### config.mk
export PLATFORM = sky130hd
export DESIGN_NAME = epu_layer_sched
export DESIGN_NICKNAME = d
export VERILOG_FILES = /design/src/rtl/epu_sched_pkg.sv /design/src/rtl/epu_sched_wdog.sv /design/src/rtl/epu_layer_sched.sv
export SDC_FILE = /design/constraint.sdc
export NUM_CORES = 1
export LEC_CHECK = 0
export ABC_AREA = 1
export BUFFER_PORTS_ARGS = -buffer_cell sky130_fd_sc_hd__buf_2
export CAP_MARGIN = 20
export CORE_UTILIZATION = 45
export CTS_BUF_LIST = sky130_fd_sc_hd__clkbuf_8 sky130_fd_sc_hd__clkbuf_16
export DETAILED_ROUTE_END_ITERATION = 7
export GPL_TIMING_DRIVEN = 0
export PLACE_DENSITY = 0.81
export SLEW_MARGIN = 20
export SYNTH_ARGS = -nofsm -noshare
export SYNTH_HDL_FRONTEND = slang
export SYNTH_SLANG_ARGS = --single-unit
### constraint.sdc
create_clock -name clk -period 3.7 [get_ports clk]
set_clock_uncertainty 0.05 [all_clocks]
set_input_delay 0 -clock clk [delete_from_list [all_inputs] [get_ports clk]]
set_output_delay 0 -clock clk [all_outputs]
set_load 0.05 [all_outputs]
### src/rtl/epu_sched_pkg.sv
// epu_sched_pkg: shared types and constants for the EPU layer scheduler
package epu_sched_pkg;
  typedef enum logic [2:0] {
    S_IDLE, S_RD_MODE, S_RD_W8, S_LATCH, S_ISSUE, S_WAIT, S_DONE, S_ERR
  } sched_state_e;
  localparam logic [3:0] MODE_RSVD = 4'hF;
  localparam logic OFS_MODE = 1'b0;
  localparam logic OFS_W8 = 1'b1;
endpackage

### src/rtl/epu_sched_wdog.sv
// epu_sched_wdog: per-layer watchdog; expires on the TIMEOUT_CYC-th enabled cycle after clear
module epu_sched_wdog #(
  parameter int TO_W = 24,
  parameter logic [TO_W-1:0] TIMEOUT_CYC = '1
) (
  input  logic clk,
  input  logic rst,
  input  logic clr_i,
  input  logic en_i,
  output logic expire_o
);
  logic [TO_W-1:0] r_cnt;
  always_ff @(posedge clk) begin
    if (rst || clr_i) r_cnt <= '0;
    else if (en_i) r_cnt <= r_cnt + 1'b1;
  end
  assign expire_o = en_i && (r_cnt == TIMEOUT_CYC - 1'b1);
endmodule

### src/rtl/epu_layer_sched.sv
// epu_layer_sched: walks the layer-descriptor SRAM and sequences the convolution accelerator
module epu_layer_sched
  import epu_sched_pkg::*;
#(
  parameter int DESC_AW = 8,
  parameter int TO_W = 24,
  parameter logic [TO_W-1:0] TIMEOUT_CYC = 24'hFF_FFFF
) (
  input  logic               clk,
  input  logic               rst,
  input  logic               start_i,
  input  logic               abort_i,
  input  logic [DESC_AW-1:0] num_layers_i,
  output logic               busy_o,
  output logic               done_o,
  output logic               err_o,
  output logic [DESC_AW-1:0] layer_idx_o,
  output logic               desc_cs_o,
  output logic [DESC_AW-1:0] desc_addr_o,
  input  logic [31:0]        desc_rdata_i,
  output logic               acc_start_o,
  output logic [3:0]         acc_mode_o,
  output logic [31:0]        acc_w8_o,
  input  logic               acc_finish_i
);
  sched_state_e r_state, w_next;
  logic [DESC_AW-1:0] r_idx, r_num;
  logic [3:0] r_mode, r_acc_mode;
  logic [31:0] r_w8;
  logic r_err, w_exp, w_last;

  epu_sched_wdog #(.TO_W(TO_W), .TIMEOUT_CYC(TIMEOUT_CYC)) u_wdog (
    .clk(clk), .rst(rst), .clr_i(r_state == S_ISSUE), .en_i(r_state == S_WAIT), .expire_o(w_exp)
  );

  assign w_last = r_idx == r_num - 1'b1;

  // a finish in the expiry cycle wins over the timeout; abort overrides everything
  always_comb begin
    w_next = r_state;
    case (r_state)
      S_IDLE:    if (start_i) w_next = (num_layers_i == '0) ? S_DONE : S_RD_MODE;
      S_RD_MODE: w_next = S_RD_W8;
      S_RD_W8:   w_next = S_LATCH;
      S_LATCH:   w_next = (r_mode == MODE_RSVD) ? S_ERR : S_ISSUE;
      S_ISSUE:   w_next = S_WAIT;
      S_WAIT:    w_next = acc_finish_i ? (w_last ? S_DONE : S_RD_MODE) : (w_exp ? S_ERR : S_WAIT);
      default:   w_next = S_IDLE;
    endcase
    if (abort_i) w_next = S_IDLE;
  end

  always_ff @(posedge clk) begin
    if (rst) begin
      r_state    <= S_IDLE;
      r_idx      <= '0;
      r_num      <= '0;
      r_mode     <= '0;
      r_acc_mode <= '0;
      r_w8       <= '0;
      r_err      <= 1'b0;
    end else begin
      r_state <= w_next;
      if (r_state == S_IDLE && w_next != S_IDLE) begin
        r_num <= num_layers_i;
        r_idx <= '0;
        r_err <= 1'b0;
      end
      if (r_state == S_RD_W8) r_mode <= desc_rdata_i[3:0];
      if (r_state == S_LATCH) begin
        r_acc_mode <= r_mode;
        r_w8       <= desc_rdata_i;
      end
      if (r_state == S_WAIT && w_next == S_RD_MODE) r_idx <= r_idx + 1'b1;
      if (r_state != S_ERR && w_next == S_ERR) r_err <= 1'b1;
    end
  end

  assign busy_o      = r_state != S_IDLE;
  assign done_o      = r_state == S_DONE;
  assign err_o       = r_err;
  assign layer_idx_o = r_idx;
  assign desc_cs_o   = r_state == S_RD_MODE || r_state == S_RD_W8;
  assign desc_addr_o = {r_idx[DESC_AW-2:0], (r_state == S_RD_W8) ? OFS_W8 : OFS_MODE};
  assign acc_start_o = r_state == S_ISSUE;
  assign acc_mode_o  = r_acc_mode;
  assign acc_w8_o    = r_w8;
endmodule

==> results.sh, run 1 <==
export IMPL_vias=4196
export IMPL_rsz0062_at_grt="no"
export IMPL_async_reset_ff_share_pct=0
export IMPL_holdPathStages=6
export IMPL_final_util_pct=62.0
export IMPL_power_density_nw_per_um2=349
export IMPL_clock_path_buffers=2
export IMPL_netlist_instances=551
export IMPL_timing_final_ws_setup_ns=1.25
export IMPL_cts_setup_buffers=0
export IMPL_finalMaxSlewViolations=0
export IMPL_p_leak_nw=2.28
export IMPL_die_area_um2=8990
export IMPL_synthAdderAreaFrac_pct=1.29
export IMPL_port_buffer_count=101
export IMPL_ys_top_cells_by_count="nor2_1, dfxtp_1, nand2_1, o21ai_0, inv_1"
export IMPL_synth_xor_area_share_pct=1.81
export IMPL_htreeDepth=3
export IMPL_place_hpwl_mm=7.32
export IMPL_grtUsageTotal_pct=25.7
export IMPL_synthSimpleGateAreaFrac_pct=31.9
export IMPL_cts_hold_buffers=42
export IMPL_ys_types=34
export IMPL_cts_buffers=9
export IMPL_cts_resized=0
export IMPL_grt_pass1_wl_mm=17.8
export IMPL_cp_max_fo=10
export IMPL_antennaDiodeCount=0
export IMPL_hold_violations=0
export IMPL_yosysMostFrequentCell="nor2_1"
export IMPL_final_layout_size_suffix_gt1_share_pct=21.7
export IMPL_clkPwrFrac_pct=34.6
export IMPL_required_ns=3.89
export IMPL_synth_compound_area_share_pct=12.6
export IMPL_globalRouteOverflowTotal=0
export IMPL_nFillCells=726
export IMPL_internal_power_mw=1.30
export IMPL_synth_top_area_share_pct=43.4
export IMPL_grt_pass1_vias=4127
export IMPL_die_w_um=94.8
export IMPL_synth_edf_count=0
export IMPL_peakVddDrop_mv=0.290
export IMPL_rows=33
export IMPL_maxSlewHeadroom_pct=58.6
export IMPL_synthesis_area_um2=3880
export IMPL_place_inst=757
export IMPL_status="completed"
export IMPL_worst_r2r_cell_count=19
export IMPL_grt_max_degree=15
export IMPL_fin_crit_ns=2.45
export IMPL_cts_tree="built"
export IMPL_setup_viol=0
export IMPL_fin_cells=814
export IMPL_drtIter0Drc=153
export IMPL_critPathArrivalTime_ns=2.64
export IMPL_tns_ns=0
export IMPL_synth_top_family_by_area="simple AND/OR/NAND/NOR gates"
export IMPL_fmax_mhz=409
export IMPL_worstSetupEndpointType="flop"
export IMPL_antenna_found_initial=0
export IMPL_synth_top_area_cell="dfxtp_1"
export IMPL_hold_path_class="in2reg"
export IMPL_switchingPower_mw=0.487
export IMPL_cts_root_buffer="clkbuf_8"
export IMPL_layout_nets=754
export IMPL_avgSynthCellArea_um2=7.04
export IMPL_tightest_slew_ns=0.616
export IMPL_holdWs_ns=0.0971
export IMPL_synthMuxAreaShare_pct=0
export IMPL_core_area_um2=8260
export IMPL_dp_slack_ns=1.29
export IMPL_clock_sinks=84
export IMPL_p_seq_share_pct=52.1
export IMPL_ys_flop_type="dfxtp_1"
export IMPL_die_h_um=94.8
export IMPL_area_growth_pct=32.0
export IMPL_synth_seq_cells=84
export IMPL_finalCritPeriodShare_pct=66.1
export IMPL_detail_route_first_pass_iterations=5
export IMPL_finalWirelength_mm=10.8
export IMPL_comb_power_share_pct=13.3
export IMPL_cap_violations=0
export IMPL_critical_path_class="reg2reg"
export IMPL_viasPerCell=5.15
export IMPL_synth_nets=600
export IMPL_ys_seq_area_share_pct=43.4
export IMPL_post_drt_wl_per_cell_um=13.3
export IMPL_insertion_delay_ns=0.37
export IMPL_synth_area_leaders="dfxtp_1, nor2_1, nand2_1"
export IMPL_cp_start_kind="flop"
export IMPL_gp_congestion=0.836
export IMPL_path_clk_slew_ns=0.09
export IMPL_drc=0
export IMPL_io_pins=102
export IMPL_start_util_pct=47.0
export IMPL_swShare_pct=27.3
export IMPL_final_antenna_net_count=0
export IMPL_ys_warn_count=0
==> worst paths after layout <==
check / from / endpoint / slack [ns]
hold reg to reg: u_wdog.r_cnt[6] / u_wdog.r_cnt[6] / 0.41
setup reg to reg: r_num[0] / err_o / 1.25
hold / removal: acc_finish_i / r_state[1] / 0.1
setup / recovery: r_num[0] / err_o / 1.25
==> cell usage in the layout, fill, tap and decap left out, drive strengths merged <==
| cell | netlist | layout |
|---|---|---|
| dfxtp | 84 | 84 |
| or2 | 4 | 4 |
| nor3 | 20 | 20 |
| nor2 | 124 | 124 |
| nand2 | 77 | 77 |
| inv | 58 | 59 |
| ha | 4 | 4 |
| nand3b | 2 | 2 |
| a21oi | 31 | 31 |
| a31oi | 1 | 1 |
| xor2 | 8 | 8 |
| clkbuf | 13 | 24 |
| clkinv | 2 | 3 |
| dlygate4sd3 | 0 | 42 |
| o21bai | 1 | 1 |
| buf | 10 | 111 |
| o21ai | 62 | 62 |
| nand3 | 31 | 31 |
| nor4 | 3 | 3 |
| o21a | 1 | 1 |
| and3 | 1 | 1 |
| clkinvlp | 0 | 2 |
| nand4 | 14 | 14 |
==> per-stage QoR <==
stage	area, um2	total power, mW
floorplan	3880	1.09
global placement	4510	1.14
detailed placement	4510	1.15
CTS	5120	1.79
global route	5120	1.87
finish	5120	1.79
==> state kept, by name, indices dropped and copies added, names as in the netlist <==
register / cells
u_wdog.r_cnt: 24
r_num: 8
layer_idx_o: 8
acc_mode_o: 4
acc_w8_o: 32
r_state: 3
r_mode: 4
err_o: 1
==> cell families (layout without fill, tap and decap cells) <==
family                     count (synthesis)  in the layout
adders and majority gates                  4              4
xor gates and xnor gates                   8              8
buffers and inverters                     83            241
DFF                                       84             84
and+or+nand+nor                          276            276
AOI/OAI and AO/OA                         96             96
==> power by group through the flow <==
stage          clock network, mW  logic [mW]  registers, mW
6_report                   0.619       0.237          0.931
5_1_grt                    0.665       0.267          0.933
4_1_cts                    0.626       0.233          0.931
3_5_place_dp                   0       0.197          0.952
3_3_place_gp                   0       0.190          0.951
2_1_floorplan                  0       0.134          0.956
==> area by class of cell <==
cell class	instances	area, um2	share of cell area [%]
multi-input cells	384	1850	36.1
flip-flops and latches	84	1680	32.9
repair buffers	143	926	18.1
inverters	60	225	4.40
clock buffers	11	151	2.96
well taps	105	131	2.57
plain buffers	23	124	2.42
clock inverters	4	32.5	0.636
==> per-layer routing <==
layer / vias to the layer above / track usage, % / wire (um)
met5: - / 0 / 0
met4: 0 / 14.9 / 498
met3: 49 / 6.04 / 580
met2: 147 / 46.6 / 5500
met1: 1915 / 26.8 / 4230
li1: 2085 / - / -
==> worst max-delay path, cell delays in order (launching register included) <==
cell and delay (ns):
dfxtp_1 0.42, inv_2 0.08, ha_1 0.25, nand2_1 0.11, nand2_1 0.06, nand2_1 0.06
nand2_1 0.05, nor2_1 0.08, nand3_1 0.07, nor2_1 0.10, nand2_1 0.08, nand2_1 0.09
nand2_1 0.05, nand2_1 0.11, nand2_1 0.12, nand3_2 0.12, nand2_4 0.09, buf_8 0.16
a21oi_1 0.12, nor2_1 0.05
Note: power is estimated with default switching activity, not from simulation.
==> run 2: changes to the inputs <==
- clock period: 3.7 -> 2.45 ns (I/O delays scaled with it)
==> run 2 against run 1 <==
Routed wire length rose by 2.1%. Die area unchanged. Non-clock buffer count up 6. Power up 59%. Sequential share of layout area down 0.94 points. First-iteration DRC count rose by 58%. Core utilization is 2.0 points higher. Register-to-register slack got worse by 1.1 ns. Final cell count rose by 0.98%. Combinational power increased by 67%. Clock power increased by 68%. Clock-buffer cell count fell by 1. Critical path type unchanged. Largest cell class unchanged.
==> results.sh, run 2 (synthesized netlist as in run 1, its figures left out) <==
export IMPL_status="completed"
export IMPL_gr_usage_met2_pct=46.2
export IMPL_cts_tree="built"
export IMPL_antenna_found_initial=0
export IMPL_worstSetupEndpointType="flop"
export IMPL_critical_path_class="reg2reg"
export IMPL_met3_usage_pct=3.22
export IMPL_nFillCells=707
export IMPL_slowest_stage="dfxtp_4"
export IMPL_core_area_um2=8260
export IMPL_required_ns=2.62
export IMPL_rows=33
export IMPL_final_layout_size_suffix_gt1_share_pct=23.8
export IMPL_clock_sinks=84
export IMPL_drc=0
export IMPL_cts_root_buffer="clkbuf_8"
export IMPL_cp_max_fo=6
export IMPL_io_pins=102
export IMPL_tns_ns=0
export IMPL_final_common_cell="nor2_1"
export IMPL_die_h_um=94.8
export IMPL_grt_pass1_vias=3992
export IMPL_place_hpwl_mm=7.38
export IMPL_clock_path_buffers=2
export IMPL_gp_congestion=0.802
export IMPL_cp_start_kind="flop"
export IMPL_port_buffer_count=101
export IMPL_finalWirelength_mm=11.0
export IMPL_critPathMaxStageDelay_ns=0.39
export IMPL_regToRegSetupSlack_ns=0.20
export IMPL_hold_path_class="in2reg"
export IMPL_maxSlewHeadroom_pct=59.7
export IMPL_grt_busiest_layer="met2"
export IMPL_setup_viol=0
export IMPL_crit_buf_inv=2
export IMPL_finalCritPeriodShare_pct=92.0
export IMPL_p_leak_nw=2.37
export IMPL_final_antenna_net_count=0
export IMPL_antennaDiodeCount=0
export IMPL_detail_route_first_pass_iterations=5
export IMPL_final_util_pct=64.0
export IMPL_path_cells="inv_4 -> ha_4 -> xor2_1 -> nand2_1 -> nor2_1 -> nand3_1 -> nor2_1 -> nand2_1 -> nand2_1 -> nand2_1 -> nand2_2 -> nand2_4 -> nand3_4 -> nand2_8 -> buf_8 -> a21oi_1 -> nor2_1"
export IMPL_globalRouteOverflowTotal=0
export IMPL_hold_violations=0
export IMPL_ff_latch_area_um2=1690
export IMPL_peakVddDrop_mv=0.361
export IMPL_largest_reg_flops=32
export IMPL_critPathArrivalTime_ns=2.43
export IMPL_cts_buffers=9
export IMPL_fmax_mhz=444
export IMPL_finalMaxSlewViolations=0
export IMPL_power_mw=2.84
export IMPL_vias=4277
export IMPL_viasPerCell=5.20
export IMPL_drtIter0Drc=241
export IMPL_die_w_um=94.8
export IMPL_die_area_um2=8990
export IMPL_grtUsageTotal_pct=24.5
export IMPL_htreeDepth=3
export IMPL_power_density_nw_per_um2=537
export IMPL_crit_top_cell="nand2_1"
export IMPL_cap_violations=0
export IMPL_tightest_slew_ns=0.599
export IMPL_fin_crit_ns=2.25
export IMPL_gr_usage_met1_pct=26.8
export IMPL_multi_input_area_um2=1920
export IMPL_cp_top_family="simple AND/OR/NAND/NOR gates"
export IMPL_area_growth_pct=36.3
export IMPL_start_util_pct=47.0
export IMPL_most_common_layout_cells="nor2_1, buf_2, dfxtp_1, nand2_1, o21ai_0"
export IMPL_insertion_delay_ns=0.35
export IMPL_path_clk_slew_ns=0.08
export IMPL_layout_nets=761
export IMPL_post_drt_wl_per_cell_um=13.4
export IMPL_grt_max_degree=16
export IMPL_grt_pass1_wl_mm=17.2
## run 2: final cells by class
class                   instances  area share, %
plain buffers                  23           2.34
clock buffers                  10           2.60
clock inverters                 6           1.35
inverters                      60           4.31
multi-input cells             385           36.3
flip-flops and latches         84           31.9
well taps                     105           2.49
repair buffers                149           18.7
## run 2: per-stage QoR
step / instance area [um2] / cells / worst slack, ns / hold WS [ns]
after floorplan: 3880 / 551 / 0.230 / 0.0191
after global placement: 4520 / 757 / 0.0698 / 0.185
after detailed placement: 4520 / 757 / 0.0227 / 0.193
after CTS: 5150 / 815 / 0.0172 / 0.0922
after global routing: 5290 / 822 / -0.0273 / 0.118
final: 5290 / 822 / 0.197 / 0.0887
## run 2: metal layers
| metal | wire length [um] | vias up |
|---|---|---|
| met1 | 4490 | 1983 |
| li1 | - | 2112 |
| met2 | 5730 | 146 |
| met4 | 364 | 0 |
| met5 | 0 | - |
| met3 | 440 | 36 |
## run 2: repair_timing
action                     4_1_cts  5_1_grt
gates resized for setup          0       17
hold buffers                    42        0
hold endpoints to repair        48        0
setup endpoints to repair        0       17
setup buffers                    0        5
## run 2: worst paths after layout
| check | to | cells past startpoint | startpoint |
|---|---|---|---|
| hold reg to reg | u_wdog.r_cnt[6] | 2 | u_wdog.r_cnt[6] |
| setup reg to reg | err_o | 17 | r_num[0] |
| setup / recovery | err_o | 17 | r_num[0] |
| hold / removal | r_state[2] | 6 | acc_finish_i |
## run 2: worst min-delay path: stages
cell,delay (ns)
buf_2,0.10
nand2_1,0.07
nand2_1,0.07
nand2_2,0.08
nand2_4,0.08
nor2_1,0.04
## run 2: power by group
part / leakage, nW / switching, mW / internal [mW]
logic: 1.58 / 0.218 / 0.176
clock network: 0.111 / 0.526 / 0.512
registers: 0.679 / 0.0226 / 1.38
total: 2.37 / 0.767 / 2.07
==> run 3: changes to the inputs <==
- ABC_CLOCK_PERIOD_IN_PS: unset -> 2450
- CORE_UTILIZATION: 45 -> 40
- PLACE_DENSITY: 0.81 -> 0.74
==> run 3 against run 2 <==
Cell area is 2.3% higher. Final cell count rose by 3.3%. First-iteration DRC count down 18%. Sequential cell count unchanged. Largest cell class unchanged. Highest routed layer unchanged.
==> results.sh, run 3 (synthesized netlist as in run 1, its figures left out) <==
export IMPL_fin_crit_ns=2.35
export IMPL_fmax_mhz=426
export IMPL_cts_tree="built"
export IMPL_cap_violations=0
export IMPL_viasPerCell=5.06
export IMPL_globalRouteOverflowTotal=0
export IMPL_area_growth_pct=39.5
export IMPL_cp_start_kind="flop"
export IMPL_die_area_um2=10100
export IMPL_io_pins=102
export IMPL_timing_final_ws_setup_ns=0.101
export IMPL_post_drt_wl_per_cell_um=13.6
export IMPL_drtIter0Drc=197
export IMPL_finalCritPeriodShare_pct=95.9
export IMPL_layout_nets=764
export IMPL_insertion_delay_ns=0.37
export IMPL_final_util_pct=58.0
export IMPL_required_ns=2.67
export IMPL_grtUsageTotal_pct=22.6
export IMPL_crit_start="r_num[0]"
export IMPL_tightest_slew_ns=0.515
export IMPL_grt_pass1_vias=4127
export IMPL_power_density_nw_per_um2=550
export IMPL_antenna_found_initial=0
export IMPL_clock_sinks=84
export IMPL_maxSlewHeadroom_pct=65.4
export IMPL_status="completed"
export IMPL_grt_max_degree=17
export IMPL_detail_route_first_pass_iterations=5
export IMPL_port_buffer_count=101
export IMPL_grt_pass1_wl_mm=18.2
export IMPL_largest_reg_flops=32
export IMPL_final_antenna_net_count=0
export IMPL_gp_congestion=0.878
export IMPL_worstSetupEndpointType="flop"
export IMPL_rows=35
export IMPL_finalWirelength_mm=11.6
export IMPL_finalMaxSlewViolations=0
export IMPL_die_h_um=100
export IMPL_setup_viol=0
export IMPL_rsz0062_at_grt="yes"
export IMPL_fin_cells=849
export IMPL_critical_path_class="reg2reg"
export IMPL_place_hpwl_mm=7.43
export IMPL_peakVddDrop_mv=0.298
export IMPL_post_dp_cell_area_um2=4550
export IMPL_path_clk_slew_ns=0.09
export IMPL_power_mw=2.97
export IMPL_htreeDepth=3
export IMPL_most_common_layout_cells="nor2_1, buf_2, dfxtp_1, nand2_1, o21ai_0"
export IMPL_cts_root_buffer="clkbuf_8"
export IMPL_place_inst=781
export IMPL_die_w_um=100
export IMPL_dp_slack_ns=0.0119
export IMPL_hold_violations=0
export IMPL_antennaDiodeCount=0
export IMPL_cts_buffers=9
export IMPL_vias=4294
export IMPL_tns_ns=0
export IMPL_critPathArrivalTime_ns=2.56
export IMPL_min_from="acc_finish_i"
export IMPL_holdWs_ns=0.0732
export IMPL_p_leak_nw=2.42
export IMPL_drc=0
export IMPL_final_layout_size_suffix_gt1_share_pct=26.3
export IMPL_hold_path_class="in2reg"
export IMPL_fin_area_um2=5410
export IMPL_core_area_um2=9330
export IMPL_clock_path_buffers=2
export IMPL_final_common_cell="nor2_1"
export IMPL_start_util_pct=41.6
export IMPL_cp_max_fo=5
export IMPL_r2r_start="r_num[0]"
==> run 3: where the power goes <==
group	total, mW	switching (mW)	leakage, nW	internal (mW)
clock network	1.16	0.564	0.118	0.594
logic	0.408	0.227	1.62	0.181
registers	1.41	0.0227	0.680	1.39
==> run 3: timing repair <==
item | CTS | global route
hold buffers | 42 | 0
gates cloned | 0 | 2
gates resized for setup | 1 | 34
endpoints found under the hold margin | 48 | 0
pin swaps | 0 | 17
buffers inserted | 0 | 8
endpoints found under the setup margin | 1 | 19
==> run 3: per-layer routing <==
metal | share of wire [%] | wire length [um] | up-vias | GRT usage (%)
met4 | 3.6 | 419 | 0 | 12.0
met3 | 4.3 | 501 | 44 | 4.58
met5 | 0 | 0 | - | 0
met2 | 51 | 5940 | 146 | 40.4
li1 | - | - | 2113 | -
met1 | 41 | 4710 | 1991 | 25.3
==> run 3: layout make-up <==
type,instances,area (um2)
fillers,827,3920
multi-input cells,385,1970
flip-flops and latches,84,1690
repair buffers,152,1010
inverters,60,228
well taps,129,161
clock buffers,9,124
plain buffers,23,124
clock inverters,7,105
==> run 3: final timing paths <==
kind	end	slack [ns]	depth (start not counted)
max	r_num[6]	0.10	17
max reg2reg	r_num[6]	0.10	17
min	r_state[1]	0.07	6
min reg2reg	u_wdog.r_cnt[21]	0.41	2
==> run 3: worst max-delay path: stages, from the launching register on <==
cell,delay [ns]
dfxtp_4,0.37
inv_4,0.04
ha_4,0.25
xor2_1,0.13
nand2_1,0.06
nor2_1,0.08
nand3_1,0.12
nor2_1,0.14
nand2_2,0.10
nand2_2,0.10
nand2_2,0.06
nand2_2,0.13
nand2_4,0.08
nand3_4,0.08
nand2_4,0.09
clkbuf_16,0.19
o21ai_1,0.11
nor2_1,0.05
